<file path="src/rtl/sync_fifo_prog.sv">
// Single-clock FIFO with arbitrary depth, programmable almost-full/almost-empty
// thresholds, occupancy count, synchronous flush and read+write pass-through at full.
module sync_fifo_prog #(
  parameter int FIFO_WIDTH = 16,
  parameter int FIFO_DEPTH = 8,
  parameter int AF_LEVEL   = FIFO_DEPTH - 1,
  parameter int AE_LEVEL   = 1,
  localparam int CW        = $clog2(FIFO_DEPTH + 1)
) (
  input  logic                  clk,
  input  logic                  rst_n,
  input  logic                  flush,
  input  logic                  wr_en,
  input  logic [FIFO_WIDTH-1:0] data_in,
  input  logic                  rd_en,
  output logic [FIFO_WIDTH-1:0] data_out,
  output logic                  wr_ack,
  output logic                  overflow,
  output logic                  underflow,
  output logic                  full,
  output logic                  empty,
  output logic                  almostfull,
  output logic                  almostempty,
  output logic [CW-1:0]         count
);

  localparam int PW = $clog2(FIFO_DEPTH);
  localparam logic [PW-1:0] LAST = PW'(FIFO_DEPTH - 1);

  if (FIFO_WIDTH < 1) begin : g_bad_width
    $error("sync_fifo_prog: FIFO_WIDTH must be >= 1");
  end
  if (FIFO_DEPTH < 2) begin : g_bad_depth
    $error("sync_fifo_prog: FIFO_DEPTH must be >= 2");
  end
  if (AF_LEVEL < 1 || AF_LEVEL > FIFO_DEPTH - 1) begin : g_bad_af
    $error("sync_fifo_prog: AF_LEVEL out of range 1..FIFO_DEPTH-1");
  end
  if (AE_LEVEL < 1 || AE_LEVEL > FIFO_DEPTH - 1) begin : g_bad_ae
    $error("sync_fifo_prog: AE_LEVEL out of range 1..FIFO_DEPTH-1");
  end

  logic [FIFO_WIDTH-1:0] mem_q [FIFO_DEPTH];
  logic [PW-1:0]         wr_ptr_q, wr_ptr_d, rd_ptr_q, rd_ptr_d;
  logic [CW-1:0]         count_q, count_d;
  logic [FIFO_WIDTH-1:0] data_out_q, data_out_d;
  logic                  wr_ack_q, wr_ack_d;
  logic                  overflow_q, overflow_d;
  logic                  underflow_q, underflow_d;
  logic                  rd_acc, wr_acc;

  // A read frees a slot on the same edge, so a full FIFO still accepts a paired write.
  assign rd_acc = rd_en & ~empty;
  assign wr_acc = wr_en & (~full | rd_acc);

  always_comb begin
    wr_ptr_d    = wr_ptr_q;
    rd_ptr_d    = rd_ptr_q;
    count_d     = count_q;
    data_out_d  = data_out_q;
    wr_ack_d    = 1'b0;
    overflow_d  = 1'b0;
    underflow_d = 1'b0;
    if (flush) begin
      wr_ptr_d = '0;
      rd_ptr_d = '0;
      count_d  = '0;
    end else begin
      wr_ack_d    = wr_acc;
      overflow_d  = wr_en & ~wr_acc;
      underflow_d = rd_en & ~rd_acc;
      if (wr_acc) wr_ptr_d = (wr_ptr_q == LAST) ? '0 : wr_ptr_q + PW'(1);
      if (rd_acc) begin
        rd_ptr_d   = (rd_ptr_q == LAST) ? '0 : rd_ptr_q + PW'(1);
        data_out_d = mem_q[rd_ptr_q];
      end
      if (wr_acc && !rd_acc)      count_d = count_q + CW'(1);
      else if (rd_acc && !wr_acc) count_d = count_q - CW'(1);
    end
  end

  always_ff @(posedge clk or negedge rst_n) begin
    if (!rst_n) begin
      wr_ptr_q    <= '0;
      rd_ptr_q    <= '0;
      count_q     <= '0;
      data_out_q  <= '0;
      wr_ack_q    <= 1'b0;
      overflow_q  <= 1'b0;
      underflow_q <= 1'b0;
    end else begin
      wr_ptr_q    <= wr_ptr_d;
      rd_ptr_q    <= rd_ptr_d;
      count_q     <= count_d;
      data_out_q  <= data_out_d;
      wr_ack_q    <= wr_ack_d;
      overflow_q  <= overflow_d;
      underflow_q <= underflow_d;
    end
  end

  // Storage carries no reset; only the pointers define validity.
  always_ff @(posedge clk) begin
    if (wr_acc && !flush) mem_q[wr_ptr_q] <= data_in;
  end

  assign full        = (count_q == CW'(FIFO_DEPTH));
  assign empty       = (count_q == '0);
  assign almostfull  = (count_q >= CW'(AF_LEVEL)) && !full;
  assign almostempty = (count_q <= CW'(AE_LEVEL)) && !empty;
  assign count       = count_q;
  assign data_out    = data_out_q;
  assign wr_ack      = wr_ack_q;
  assign overflow    = overflow_q;
  assign underflow   = underflow_q;

endmodule

</file>
<file path="config.mk">
export PLATFORM = sky130hd
export DESIGN_NAME = sync_fifo_prog
export DESIGN_NICKNAME = d
export VERILOG_FILES = /design/src/rtl/sync_fifo_prog.sv
export SDC_FILE = /design/constraint.sdc
export NUM_CORES = 1
export LEC_CHECK = 0
export ABC_AREA = 0
export BUFFER_PORTS_ARGS = -buffer_cell sky130_fd_sc_hd__clkbuf_2
export CELL_PAD_IN_SITES_DETAIL_PLACEMENT = 1
export CELL_PAD_IN_SITES_GLOBAL_PLACEMENT = 2
export CORE_UTILIZATION = 45
export CTS_BUF_LIST = sky130_fd_sc_hd__clkbuf_8
export DETAILED_ROUTE_END_ITERATION = 16
export GPL_TIMING_DRIVEN = 0
export HOLD_SLACK_MARGIN = 0.02
export PLACE_DENSITY = 0.83
export SLEW_MARGIN = 30
export SYNTH_ARGS = -nofsm -noshare
export SYNTH_HDL_FRONTEND = slang
export SYNTH_SLANG_ARGS = --single-unit
</file>
<file path="constraint.sdc">
create_clock -name clk -period 8.5 [get_ports clk]
set_input_delay 1.7 -clock clk [delete_from_list [all_inputs] [get_ports clk]]
set_output_delay 1.7 -clock clk [all_outputs]
set_load 0.01 [all_outputs]
</file>
==> impl_metrics.toml <==
[cts]
cts_root_buffer = "clkbuf_8"
clkTransAtPathRegs_ps = 80
h-tree-depth = 4
numCtsBuffers = 17
tritoncts = "done"
cts_resized = 0
clock_sinks = 157
cts_buffer_depth = 2
clock_latency_ps = 450
holdBufCountCts = 0
post_cts_buffers = 0

[pwr]
pwr_density_cell_nw_per_um2 = 281
vdd_drop_max_uv = 141
leakage_nw = 2.66
p_total_w = 0.00204

[routing]
drcViolationCount = 0
wl_per_cell_um = 21.5
routed_wl_um = 14300
final_antenna_net_count = 0
vias = 3628
via_per_inst = 5.45
drt_iter0_drc = 219
drt-pass1-iter-count = 4

[die]
fp-row-count = 42
pin_count = 48
die-area_um2 = 14500
die_x_um = 121
core_area_um2 = 13500
initial_core_util_pct = 47.0
die_h_um = 121

[setup_path]
ff2ff_setup_slack_ps = 5630
critPathBufInv = 4
cp_max_fo = 8
cp.arrival_ps = 2010
slowest_stage = "dfrtp_1"
end_kind = "output port"
cp-start-kind = "register"
cp.depth = 6
criticalPathCategory = "reg -> out"
r2r_end = "mem_q[1][7]"
path_cells = "inv_1, ha_1, or3b_1, buf_6, clkinv_8, clkbuf_2"
cp_top_family = "flip-flops"
crit_start = "count[0]"
crit_end = "empty"
reg2reg_from = "count[0]"
slowest_delay_ps = 470
reg2reg_depth = 8
crit_required_ps = 6800

[placed_design]
portBuffers = 47
globalplace.congestion = 0.762
hpwl_um = 9010
place_ws_ps = 4790

[global_routing]
grt_max_degree = 30
grt_pass1_wl_um = 22200
overflow = 0
grt_antenna_before_repair = 0
grt_usage_pct = 21.7
grt_pass1_vias = 3877

[timing]
hold_slack_ps = 480
finalCritPeriodShare_pct = 43.6
setup_viol = 0
slew_violations = 0
setup_tns_ps = 0
finalCriticalPeriod_ps = 3710
max_freq_ghz = 0.270
skew_ps = 7.94
fin_ws_ps = 4790
rsz0062_at_grt = "false"
hold_viol_final = 0
worstMarginPinSlew_ps = 837
maxSlewHeadroom_pct = 44.2

[synthesis]
synthSimpleGateAreaFrac_pct = 6.95
synth_edf_count = 128
synth_flop_cell = "edfxtp_1"
synth_top_cell_by_area = "edfxtp_1"
synth-async-reset-ratio_pct = 18.5
synth-adder-area-share_pct = 1.39
ys_seq_area_share_pct = 72.3
syn-num-nets = 435
synthXorXnorAreaFrac_pct = 0.554
syn_area_um2 = 6320
ys_types = 35
yosysWarnings = 0
netlist.area_leader.share_pct = 60.8
muxShareOfSynthArea_pct = 10.8
avgSynthCellArea_um2 = 15.5
synth_compound_area_share_pct = 5.52
ys_seq_elements = 157
yosysMostFrequentCell = "edfxtp_1"
syn_inst = 407
synth_top_family_by_area = "multiplexers"
synth_commonest_cells = "edfxtp_1, mux2i_1, nand2_1, a22oi_1, dfrtp_1"
synth.area.top_cells = "edfxtp_1, dfrtp_1, mux2i_1"

[final_layout]
multiInputGateArea_um2 = 1650
final_util_pct = 54.1
drive_above_1_share_pct = 22.0
n_antenna_cell = 0
nets = 505
register_area_um2 = 4570
nFillCells = 1334
syn_to_final_growth_pct = 15.1

[run]
cap_viol_max_count = 0

[min_path]
min_path_type = "reg -> reg"

[outcome]
status = "completed"
==> kinds of logic (layout without fill, tap and decap cells) <==
group                      after synthesis  after routing
xor gates and xnor gates                 4              4
adders and majority gates                7              7
DFF                                    157            157
AOI/OAI and AO/OA                       47             47
and+or+nand+nor                         94             94
muxes                                   68             68
buffers and inverters                   30            113
==> metrics by stage <==
| step | instances | instance area, um2 |
|---|---|---|
| after floorplan | 407 | 6320 |
| after global placement | 630 | 6780 |
| after detailed placement | 634 | 6870 |
| after CTS | 666 | 7270 |
| after global routing | 666 | 7270 |
| final | 666 | 7270 |
==> metal layers <==
layer	global-route usage (%)	part of all wire (%)
met1	28.1	45
met2	36.2	50
met3	5.14	3.7
met4	6.87	1.4
met5	0	0
==> cell usage in the layout, fill, tap and decap left out, drive strengths merged, types with 5 or more instances in the layout <==
cell type,instances
inv,11
nand2,38
nand2b,6
clkinv,7
mux2i,67
a21oi,5
edfxtp,128
ha,7
buf,17
a22oi,33
clkbuf,71
nor3,7
nor2,15
dfrtp,29
nand3,20
==> flip-flops by register name, indices dropped and copies added, names as in the netlist <==
| name | count |
|---|---|
| rd_ptr_q | 3 |
| mem_q | 128 |
| underflow | 1 |
| count | 4 |
| data_out | 16 |
| overflow | 1 |
| wr_ack | 1 |
| wr_ptr_q | 3 |
==> layout make-up <==
| class | instances | share of cell area [%] |
|---|---|---|
| Buffer | 20 | 1.45 |
| Inverter | 10 | 0.688 |
| Sequential cell | 157 | 62.8 |
| Clock buffer | 17 | 3.22 |
| Multi-Input combinational cell | 220 | 22.7 |
| Clock inverter | 15 | 2.39 |
| Timing Repair Buffer | 51 | 3.70 |
| Tap cell | 176 | 3.03 |
==> where the power goes <==
part           switching [W]  leakage [nW]  internal (W)
combinational       0.000326         0.930      0.000221
clock               0.000277         0.199      0.000289
sequential         0.0000386          1.53      0.000892
total               0.000641          2.66       0.00140
==> worst reg2reg max path, stage by stage (launching register included) <==
cell and delay [ps]:
dfrtp_1 480, inv_1 110, ha_1 280, nand3b_1 150, inv_1 120, a21oi_1 300, nand2_1 280, nor3_2 570
buf_4 290
==> worst min path at each step <==
stage	endpoint	from	slack, ps	cells after the start
2_1_floorplan	data_out[10]	data_out[10]	510	2
6_report	data_out[7]	data_out[7]	480	2
3_3_place_gp	data_out[0]	data_out[0]	460	2
4_1_cts	data_out[7]	data_out[7]	490	2
5_1_grt	data_out[11]	data_out[11]	500	2
3_5_place_dp	data_out[11]	data_out[11]	470	2
No activity file was read; power rests on OpenSTA's default activity.
